### src/rtl/shift_n.sv
// shift_n: parametrised word shift register used as the pixel/line window
// buffer in front of the edge-detection kernels. DEPTH tap stages are followed
// by one registered output stage, every stage WIDTH bits wide. Words advance
// only when write_en is high; the pipeline is not time based.
//
// All state updates on the FALLING edge of clk. rst_n is asynchronous
// active-low and clears all contents. Its release takes effect at the next
// falling edge.
//
// Ports:
//   clk            clock, state updates on negedge
//   rst_n          asynchronous active-low reset
//   write_en       shift enable, one word accepted per falling edge
//   clear          synchronous flush, wins over write_en
//   data_in        word shifted into tap 1
//   data_out       word shifted out of tap DEPTH (registered)
//   data_out_valid data_out holds a written word, not a reset/clear value
//   taps           flattened tap bus, tap k (1 = newest) at [k*WIDTH-1:(k-1)*WIDTH]
//   tap_valid      bit k-1 set when tap k holds written data
//   fill_count     number of valid taps, saturates at DEPTH
//   full           fill_count == DEPTH
module shift_n #(
  parameter  int WIDTH = 32,
  parameter  int DEPTH = 2,
  localparam int CW    = $clog2(DEPTH + 1)
) (
  input  logic                   clk,
  input  logic                   rst_n,
  input  logic                   write_en,
  input  logic                   clear,
  input  logic [WIDTH-1:0]       data_in,
  output logic [WIDTH-1:0]       data_out,
  output logic                   data_out_valid,
  output logic [WIDTH*DEPTH-1:0] taps,
  output logic [DEPTH-1:0]       tap_valid,
  output logic [CW-1:0]          fill_count,
  output logic                   full
);

  localparam logic [DEPTH-1:0] VALID_LSB = DEPTH'(1);
  localparam logic [CW-1:0]    COUNT_MAX = CW'(DEPTH);

  // tap_q[0] is tap 1 (newest word), tap_q[DEPTH-1] is tap DEPTH.
  logic [WIDTH-1:0] tap_q [DEPTH];
  logic [WIDTH-1:0] out_q;
  logic             out_valid_q;
  logic [DEPTH-1:0] valid_q;
  logic [CW-1:0]    count_q;

  // Next valid vector on a write: shift the run of ones up by one and mark
  // tap 1 valid. The shift form also covers DEPTH=1, where it yields 1'b1.
  logic [DEPTH-1:0] valid_shifted;

  always_comb begin
    valid_shifted = (valid_q << 1) | VALID_LSB;
  end

  always_ff @(negedge clk or negedge rst_n) begin
    if (!rst_n) begin
      for (int k = 0; k < DEPTH; k++) begin
        tap_q[k] <= '0;
      end
      out_q       <= '0;
      out_valid_q <= 1'b0;
      valid_q     <= '0;
      count_q     <= '0;
    end else if (clear) begin
      // Flush wins over a simultaneous write. data_in is dropped.
      for (int k = 0; k < DEPTH; k++) begin
        tap_q[k] <= '0;
      end
      out_q       <= '0;
      out_valid_q <= 1'b0;
      valid_q     <= '0;
      count_q     <= '0;
    end else if (write_en) begin
      tap_q[0] <= data_in;
      for (int k = 1; k < DEPTH; k++) begin
        tap_q[k] <= tap_q[k-1];
      end
      // The oldest tap falls into the output stage along with its valid flag.
      out_q       <= tap_q[DEPTH-1];
      out_valid_q <= valid_q[DEPTH-1];
      valid_q     <= valid_shifted;
      if (count_q != COUNT_MAX) begin
        count_q <= count_q + CW'(1);
      end
    end
  end

  for (genvar k = 0; k < DEPTH; k++) begin : g_taps
    assign taps[k*WIDTH +: WIDTH] = tap_q[k];
  end

  assign data_out       = out_q;
  assign data_out_valid = out_valid_q;
  assign tap_valid      = valid_q;
  assign fill_count     = count_q;
  assign full           = (count_q == COUNT_MAX);

endmodule

### config.mk
export PLATFORM = sky130hd
export DESIGN_NAME = shift_n
export DESIGN_NICKNAME = d
export VERILOG_FILES = /design/src/rtl/shift_n.sv
export SDC_FILE = /design/constraint.sdc
export NUM_CORES = 1
export LEC_CHECK = 0
export ABC_AREA = 1
export BUFFER_PORTS_ARGS = -buffer_cell sky130_fd_sc_hd__buf_4
export CORE_ASPECT_RATIO = 0.9
export CORE_UTILIZATION = 45
export DETAILED_ROUTE_END_ITERATION = 10
export PLACE_DENSITY = 0.88
export SYNTH_ARGS = -nofsm -noshare
export SYNTH_HDL_FRONTEND = slang
export SYNTH_SLANG_ARGS = --single-unit
### constraint.sdc
create_clock -name clk -period 0.9 [get_ports clk]
set_input_delay 0.135 -clock clk [delete_from_list [all_inputs] [get_ports clk]]
set_output_delay 0.135 -clock clk [all_outputs]
set_load 0.005 [all_outputs]
==> results_dict.tcl, run 1 <==
set metrics [dict create \
    synth_area_per_cell_um2 9.05 \
    h-tree-depth 3 \
    grt_max_degree 43 \
    dp_hpwl_um 7450 \
    numCtsBuffers 9 \
    postCtsHoldBufs 0 \
    error "[ERROR DPL-0038] Utilization greater than 100%, impossible to legalize" \
    synth_mux_area_share_pct 0 \
    synthXorXnorAreaFrac_pct 0 \
    synth_top_family_by_area "simple AND/OR/NAND/NOR gates" \
    dpl_cell_area_um2 6230 \
    io_buffers 137 \
    yosysSeqAreaShare_pct 63.2 \
    initial_utilization_pct 46.5 \
    syn_area_um2 4000 \
    cts_sinks 101 \
    ys_top_cells_by_area "dfrtn_1 63%, nand2_1 19%, nand3_1 13%" \
    synth-compound-area-share_pct 0.250 \
    place.gp.congestion 0.767 \
    synth_top_cell_area_share_pct 63.2 \
    yosys.area_share.simple_pct 31.8 \
    lastStage "global routing" \
    syn-num-nets 479 \
    yosysTopAreaCell "dfrtn_1" \
    die_y_um 91.4 \
    synthCells 442 \
    rows 32 \
    synth.ff_latch_count 101 \
    status "did not finish" \
    synth.distinct_cells 13 \
    synthAdderAreaFrac_pct 0.313 \
    ys_warn_count 0 \
    endpoint_type "primary output" \
    clock_path_buffers 2 \
    die_x_um 101 \
    cts_root_buf "clkbuf_8" \
    worst_endpoint "full" \
    pin_count 138 \
]
repair_timing:
| action | CTS |
|---|---|
| gates resized for setup | 100 |
| buffers inserted | 54 |
| pin swaps | 83 |
| gates cloned | 22 |
| setup endpoints to repair | 172 |
Yosys cell counts:
library cell and instances:
nor2_4 1, buf_6 1, inv_2 1, nand3_1 100, a21oi_1 2, buf_2 26
dfrtn_1 101, inv_1 2, nand2_1 198, ha_1 1, buf_4 2, nor2_1 4
clkbuf_1 3
metrics by stage:
| step | TNS, ps | cells | hold slack [ps] | util (%) | worst slack, ps |
|---|---|---|---|---|---|
| 4_1_cts | -74140 | 849 | 92.3 | 91.1 | -770 |
| 3_5_place_dp | -59330 | 757 | 426 | 72.4 | -442 |
| 3_3_place_gp | -56450 | 757 | 425 | 72.4 | -419 |
| 2_1_floorplan | -41080 | 442 | 181 | - | -353 |
cell families after synthesis:
group | Yosys count
and+or+nand+nor | 303
adders and majority gates | 1
DFF | 101
AOI/OAI and AO/OA | 2
buffers and inverters | 35
==> run 2, diff against run 1 <==
--- a/config.mk
+++ b/config.mk
@@ -7,10 +7,9 @@
 export LEC_CHECK = 0
 export ABC_AREA = 1
 export BUFFER_PORTS_ARGS = -buffer_cell sky130_fd_sc_hd__buf_4
-export CORE_ASPECT_RATIO = 0.9
-export CORE_UTILIZATION = 45
+export CORE_UTILIZATION = 40
 export DETAILED_ROUTE_END_ITERATION = 10
-export PLACE_DENSITY = 0.88
+export PLACE_DENSITY_LB_ADDON = 0.15
 export SYNTH_ARGS = -nofsm -noshare
 export SYNTH_HDL_FRONTEND = slang
 export SYNTH_SLANG_ARGS = --single-unit
==> constraint.sdc (replaced) <==
create_clock -name clk -period 1.17 [get_ports clk]
set_input_delay 0.1755 -clock clk [delete_from_list [all_inputs] [get_ports clk]]
set_output_delay 0.1755 -clock clk [all_outputs]
set_load 0.005 [all_outputs]
==> results_dict.tcl, run 2 <==
set metrics [dict create \
    initial_utilization_pct 41.1 \
    place.gp.congestion 0.738 \
    fin_hold_ws_ps 141 \
    layout_common_cells "261 x buf_4, 198 x nand2_1, 101 x dfrtn_1" \
    yosysTopAreaCell "dfrtn_1" \
    rsz0062_at_grt "yes" \
    syn-num-nets 479 \
    synthCells 442 \
    grt_pass1_vias 3748 \
    maxCapViolations 0 \
    status "finished with violations" \
    hp-class "input port to async pin" \
    via_per_inst 4.71 \
    utilization_pct 73.9 \
    yosysSeqAreaShare_pct 63.2 \
    yosysMostFrequentCell "nand2_1" \
    finalHoldViolations 0 \
    h-tree-depth 3 \
    postCtsHoldBufs 0 \
    nNetsFinal 756 \
    grt_overflow_total 0 \
    dpl_cell_area_um2 6280 \
    num_antenna_cells 0 \
    synth_common_cells "198 x nand2_1, 101 x dfrtn_1, 100 x nand3_1" \
    antenna_found_initial 0 \
    synth.distinct_cells 13 \
    ys_async_sr_fraction_pct 100 \
    setup_viol 102 \
    crit_chain "inv_1, ha_2, buf_6" \
    wl_per_cell_um 15.0 \
    drive_above_1_share_pct 54.8 \
    cp_slowest_cell "dfrtn_1" \
    path_class "flop to output pin" \
    dp_hpwl_um 7320 \
    setup_slack_ps -696 \
    largest_reg_flops 64 \
    grt_first_pass_wirelength_um 17700 \
    grt_max_degree 60 \
    startpoint "fill_count[0]" \
    critPathMaxStageDelay_ps 420 \
    die_y_um 102 \
    drc 0 \
    first_pass_iters 4 \
    worstMarginPinSlew_ps 235 \
    cts_tree "done" \
    insertion_delay_ps 340 \
    vias 4039 \
    ys_warn_count 0 \
    io_buffers 137 \
    die_x_um 102 \
    end_kind "output pin" \
    syn_area_um2 4000 \
    r2r_start "fill_count[0]" \
    crit_family "flip-flops" \
    final_common_cell "buf_4" \
    ir_drop_v 0.000540 \
    synth_area_per_cell_um2 9.05 \
    synth_top_cell_area_share_pct 63.2 \
    die-area_um2 10400 \
    violations "setup timing" \
    cts_sinks 101 \
    cts_root_buf "clkbuf_8" \
    worstPathMaxFanout 2 \
    drtIter0Drc 94 \
    worstPathArrival_ps 1690 \
    start_kind "flop" \
    ys_top_cells_by_area "dfrtn_1 63%, nand2_1 19%, nand3_1 13%" \
    ant_nets 0 \
    reg2reg_setup_slack_ps 50 \
    rows 36 \
    clk_pin_slew_worst_paths_ps 70 \
    pin_count 138 \
    coreArea_um2 9730 \
    leakage_nw 4.03 \
    synth_flop_cell "dfrtn_1" \
    finClkSkew_ps 9.91 \
    grt_use_total_pct 21.7 \
    relSlewSlack_pct 84.3 \
    cellPowerDensity_nw_per_um2 997 \
    routed_wl_um 12800 \
    synth_edf_count 0 \
    drv_slew 0 \
    synth.ff_latch_count 101 \
    clock_path_buffers 2 \
    design_area_um2 7190 \
    crit_required_ps 990 \
    path_buf_inv 2 \
    area_growth_pct 79.7 \
    numCtsBuffers 9 \
]
-- run 2: logic make-up (layout without fill, tap and decap cells) --
kind of cell	after synthesis	in the layout	synth area share [%]
AO/OA/AOI/OAI	2	2	0.250
adder cells (fa/ha/maj)	1	1	0.313
buffers and inverters	35	317	4.47
flip-flops	101	101	63.2
AND/OR/NAND/NOR	303	303	31.8
-- run 2: final cells by class --
| type | instances | area, um2 |
|---|---|---|
| Inverter | 3 | 13.8 |
| Multi-Input combinational cell | 306 | 1700 |
| Sequential cell | 101 | 2530 |
| Timing Repair Buffer | 298 | 2590 |
| Fill cell | 732 | 2540 |
| Clock inverter | 4 | 31.3 |
| Clock buffer | 12 | 155 |
| Tap cell | 133 | 166 |
-- run 2: timing repair --
action                     4_1_cts  5_1_grt
setup endpoints to repair      103      183
cloned                           1        9
pin swaps                        0        1
resized for setup                5       19
setup buffers                   18       33
-- run 2: report_power, final --
| part | internal (mW) | switching (mW) |
|---|---|---|
| Combinational | 0.716 | 0.609 |
| Clock | 0.906 | 1.20 |
| Sequential | 3.64 | 0.0840 |
-- run 2: routing by layer --
| metal | track usage [%] | vias up | part of all wire (%) |
|---|---|---|---|
| li1 | - | 1978 | - |
| met1 | 29.7 | 1938 | 43 |
| met2 | 34.4 | 102 | 50 |
| met3 | 4.24 | 21 | 4.3 |
| met4 | 7.91 | 0 | 2.0 |
| met5 | 0 | - | 0 |
-- run 2: worst paths after layout --
path                                  to  depth (start not counted)
max reg2reg                fill_count[0]                          6
min reg2reg                 data_out[29]                          2
min in group clk            data_out[29]                          2
min                         data_out[16]                          1
max                                 full                          3
max in group asynchronous    data_out[0]                          2
-- run 2: stage by stage --
step	setup slack, ps	power [mW]	cells	setup TNS [ps]
2_1_floorplan	-258	4.24	442	-22360
3_3_place_gp	-365	4.83	780	-39700
3_5_place_dp	-364	4.86	780	-41190
4_1_cts	-706	7.01	815	-48810
5_1_grt	-758	7.45	857	-51280
6_report	-696	7.16	857	-47850
-- run 2: worst reg2reg max path: stages, from the launching register on --
cell and delay [ps]:
dfrtn_1 420, inv_1 50, ha_2 180, inv_1 140
nand3_1 90, nand2_1 60, nor2_1 40
Note: power is estimated with default switching activity, not from simulation.
==> run 3, diff against run 2 <==
--- a/config.mk
+++ b/config.mk
@@ -8,6 +8,7 @@
 export ABC_AREA = 1
 export BUFFER_PORTS_ARGS = -buffer_cell sky130_fd_sc_hd__buf_4
 export CORE_UTILIZATION = 40
+export CTS_BUF_LIST = sky130_fd_sc_hd__clkbuf_8
 export DETAILED_ROUTE_END_ITERATION = 10
 export PLACE_DENSITY_LB_ADDON = 0.15
 export SYNTH_ARGS = -nofsm -noshare
==> constraint.sdc (replaced) <==
create_clock -name clk -period 1.17 [get_ports clk]
set_input_delay 0.1755 -clock clk [delete_from_list [all_inputs] [get_ports clk]]
set_output_delay 0.1755 -clock clk [all_outputs]
set_load 0.02 [all_outputs]
==> results_dict.tcl, run 3 (synthesis gave the netlist of run 2 again) <==
set metrics [dict create \
    cts_tree "done" \
    via_per_inst 4.69 \
    grt_use_total_pct 23.4 \
    first_pass_iters 4 \
    dp_cells 772 \
    status "finished with violations" \
    num_antenna_cells 0 \
    cts_sinks 101 \
    final_cells 857 \
    grt_first_pass_wirelength_um 19000 \
    drtIter0Drc 110 \
    h-tree-depth 3 \
    ir_drop_v 0.000691 \
    drive_above_1_share_pct 56.2 \
    relSlewSlack_pct 80.9 \
    path_buf_inv 2 \
    fin_hold_ws_ps 142 \
    ant_nets 0 \
    grt_overflow_total 0 \
    die_y_um 102 \
    maxCapViolations 0 \
    cellPowerDensity_nw_per_um2 1020 \
    hp-class "input port to async pin" \
    crit_required_ps 990 \
    routed_wl_um 12300 \
    coreArea_um2 9730 \
    clk_pin_slew_worst_paths_ps 60 \
    drc 0 \
    final_common_cell "nand2_1" \
    finClkSkew_ps 9.30 \
    nNetsFinal 757 \
    cts_root_buf "clkbuf_8" \
    rows 36 \
    cp_slowest_cell "dfrtn_1" \
    antenna_found_initial 0 \
    end_kind "output pin" \
    drv_slew 0 \
    path_class "flop to output pin" \
    worstPathArrival_ps 1680 \
    nFillCells 697 \
    dp_hpwl_um 7330 \
    io_buffers 137 \
    pin_count 138 \
    start_kind "flop" \
    die-area_um2 10400 \
    setup_slack_ps -683 \
    area_growth_pct 86.4 \
    worstMarginPinSlew_ps 287 \
    grt_pass1_vias 4015 \
    leakage_nw 4.08 \
    critPathMaxStageDelay_ps 430 \
    violations "setup timing" \
    worstPathMaxFanout 2 \
    crit_family "flip-flops" \
    largest_reg_flops 64 \
    wl_per_cell_um 14.4 \
    rsz0062_at_grt "yes" \
    finalHoldViolations 0 \
    place.gp.congestion 0.755 \
    p_total_mw 7.64 \
    postCtsHoldBufs 0 \
    layout_common_cells "198 x nand2_1, 185 x buf_4, 103 x buf_6" \
    die_x_um 102 \
    dpl_cell_area_um2 6280 \
    numCtsBuffers 9 \
    initial_utilization_pct 41.1 \
    clock_path_buffers 2 \
    setup_viol 102 \
    crit_chain "inv_2, ha_4, buf_6" \
    vias 4021 \
    design_area_um2 7450 \
    insertion_delay_ps 330 \
    grt_max_degree 45 \
]
[run 3: cell count changes in the layout (fill, tap and decap cells not counted), sizes merged]
cell | previous run | this run
bufinv | 0 | 2
clkinv | 3 | 1
clkinvlp | 0 | 1
buf | 293 | 298
clkbuf | 17 | 11
[run 3: what timing repair did]
item	CTS	global route
pin swaps	0	1
setup endpoints to repair	121	129
setup buffers	38	32
resized for setup	104	7
cloned	0	1
[run 3: worst paths after layout]
path                                    start  slack, ps  cells past startpoint             to
worst max-delay path            fill_count[0]       -680                      3           full
worst max register to register  fill_count[0]         30                      7  fill_count[0]
min in group clk                  data_out[0]        460                      2    data_out[0]
worst min register to register    data_out[0]        460                      2    data_out[0]
max in group asynchronous               rst_n        520                      2       taps[47]
worst min-delay path                    rst_n        140                      1       taps[12]
[run 3: power by group]
group / switching (mW) / internal, mW
registers: 0.101 / 3.64
logic: 0.752 / 0.739
clock network: 1.16 / 1.24
[run 3: worst reg2reg max path: stages, from the launching register on]
cell and delay [ps]:
dfrtn_1 430, inv_2 50, ha_4 160, buf_4 130, inv_4 70, nand3_2 50
nand2_1 60, nor2_1 40
[run 3: layout make-up]
class | instances | area (um2) | share of cell area [%]
clock inverters | 5 | 76.3 | 1.02
inverters | 3 | 16.3 | 0.218
clock buffers | 10 | 138 | 1.85
well taps | 133 | 166 | 2.23
repair buffers | 299 | 2780 | 37.3
flip-flops and latches | 101 | 2530 | 33.9
multi-input cells | 306 | 1750 | 23.5
[run 3: routing by layer]
layer	global-route usage (%)	vias up	wire (um)
li1	-	1969	-
met1	30.1	1942	5290
met2	40.0	97	6290
met3	4.86	13	597
met4	6.70	0	136
met5	0	-	0
[run 3: stage by stage]
| step | TNS [ps] | util [%] | setup WS, ps |
|---|---|---|---|
| after floorplan | -31850 | - | -384 |
| after global placement | -43020 | 64.5 | -360 |
| after detailed placement | -45050 | 64.5 | -394 |
| after CTS | -50940 | 73.6 | -695 |
| after global routing | -53470 | 76.6 | -719 |
| final | -49950 | 76.6 | -683 |
==> run 4, diff against run 3 <==
--- a/config.mk
+++ b/config.mk
@@ -11,6 +11,7 @@
 export CTS_BUF_LIST = sky130_fd_sc_hd__clkbuf_8
 export DETAILED_ROUTE_END_ITERATION = 10
 export PLACE_DENSITY_LB_ADDON = 0.15
+export RECOVER_POWER = 25
 export SYNTH_ARGS = -nofsm -noshare
 export SYNTH_HDL_FRONTEND = slang
 export SYNTH_SLANG_ARGS = --single-unit
==> results_dict.tcl, run 4 (synthesis gave the netlist of run 2 again) <==
set metrics [dict create \
    status "finished with violations" \
    violations "setup timing" \
    drtIter0Drc 110 \
    nFillCells 698 \
    p_total_mw 7.63 \
    finClkSkew_ps 9.30 \
    crit_chain "inv_2, ha_4, buf_6" \
    top_layer "met4" \
    first_pass_iters 4 \
    numCtsBuffers 9 \
    worstPathMaxFanout 2 \
    dp_cells 772 \
    setup_viol 102 \
    area_growth_pct 86.2 \
    clk_pin_slew_worst_paths_ps 60 \
    antenna_found_initial 0 \
    utilization_pct 76.5 \
    met1Wirelength_um 5290 \
    dp_hpwl_um 7330 \
    critPathMaxStageDelay_ps 430 \
    cts_root_buf "clkbuf_8" \
    cts_tree "done" \
    wl_per_cell_um 14.4 \
    grt_max_degree 45 \
    clock_path_buffers 2 \
    design_area_um2 7450 \
    coreArea_um2 9730 \
    postCtsHoldBufs 0 \
    pin_count 138 \
    cellPowerDensity_nw_per_um2 1020 \
    grt_first_pass_wirelength_um 19000 \
    num_antenna_cells 0 \
    hp-class "input port to async pin" \
    grt_pass1_vias 4015 \
    routed_wl_um 12300 \
    h-tree-depth 3 \
    cts_sinks 101 \
    grt_overflow_total 0 \
    setup_slack_ps -683 \
    die-area_um2 10400 \
    leakage_nw 4.07 \
    die_x_um 102 \
    relSlewSlack_pct 55.0 \
    die_y_um 102 \
    io_buffers 137 \
    maxCapViolations 0 \
    final_common_cell "nand2_1" \
    finalHoldViolations 0 \
    multi_input_area_um2 1750 \
    path_class "flop to output pin" \
    via_per_inst 4.69 \
    worstPathArrival_ps 1680 \
    start_kind "flop" \
    grt_use_total_pct 23.4 \
    final_cells 857 \
    ir_drop_v 0.000691 \
    ant_nets 0 \
    drv_slew 0 \
    vias 4020 \
    layout_common_cells "198 x nand2_1, 184 x buf_4, 103 x buf_6" \
    initial_utilization_pct 41.1 \
    dpl_cell_area_um2 6280 \
    regArea_um2 2530 \
    end_kind "output pin" \
    crit_required_ps 990 \
    drc 0 \
    drive_above_1_share_pct 56.1 \
    rows 36 \
    worstMarginPinSlew_ps 675 \
    nNetsFinal 757 \
    dr_wl_met2_um 6290 \
    insertion_delay_ps 330 \
    place.gp.congestion 0.755 \
    cp_slowest_cell "dfrtn_1" \
    largest_reg_flops 64 \
    rsz0062_at_grt "yes" \
    wl_met3_um 597 \
]
-- run 4: cell count changes in the layout (fill, tap and decap cells not counted) --
cell      change
buf_12        -1
buf_4         -1
buf_8         +1
clkbuf_1      +1
-- run 4: repair_timing --
| action | CTS | global route |
|---|---|---|
| gates resized for setup | 104 | 7 |
| cloned | 0 | 1 |
| setup endpoints to repair | 121 | 129 |
| setup buffers | 38 | 32 |
| pin swaps | 0 | 1 |
-- run 4: path summary, 6_finish.rpt --
path                               start       endpoint  slack, ps  cells after the start
setup / recovery           fill_count[0]           full       -680                      3
hold / removal                     rst_n       taps[12]        310                      1
setup reg to reg           fill_count[0]  fill_count[0]         30                      7
hold reg to reg              data_out[0]    data_out[0]        460                      2
max in group asynchronous          rst_n       taps[47]        120                      2
min in group clk             data_out[0]    data_out[0]        460                      2
-- run 4: worst max-delay path, delay by kind of cell (launching register included) --
family	cells	cell delay, ps
flip-flops	1	430
adder cells (fa/ha/maj)	1	160
buffers and inverters	2	170
-- run 4: where the power goes --
part	internal [mW]	switching, mW	total (mW)	leakage, nW
clock network	1.24	1.16	2.40	0.110
logic	0.735	0.752	1.49	2.59
registers	3.64	0.101	3.74	1.38
total	5.62	2.01	7.63	4.07
-- run 4: per-stage QoR --
stage                     hold WS [ps]  setup slack [ps]  TNS (ps)
after floorplan                    356              -384    -31850
after global placement             427              -360    -43020
after detailed placement           433              -394    -45050
after CTS                          136              -695    -50940
after global routing               356              -719    -53730
final                              315              -683    -49950
-- run 4: area by class of cell --
class                      count  share of cell area, %
clock buffer                  10                   1.85
inverter                       3                  0.218
timing repair buffer         299                   37.2
sequential                   101                   33.9
multi-input combinational    306                   23.5
clock inverter                 5                   1.03
tap                          133                   2.23
-- run 4: per-layer routing --
metal | track usage (%) | vias to the layer above
li1 | - | 1969
met1 | 30.1 | 1941
met2 | 40.0 | 97
met3 | 4.86 | 13
met4 | 6.70 | 0
met5 | 0 | -
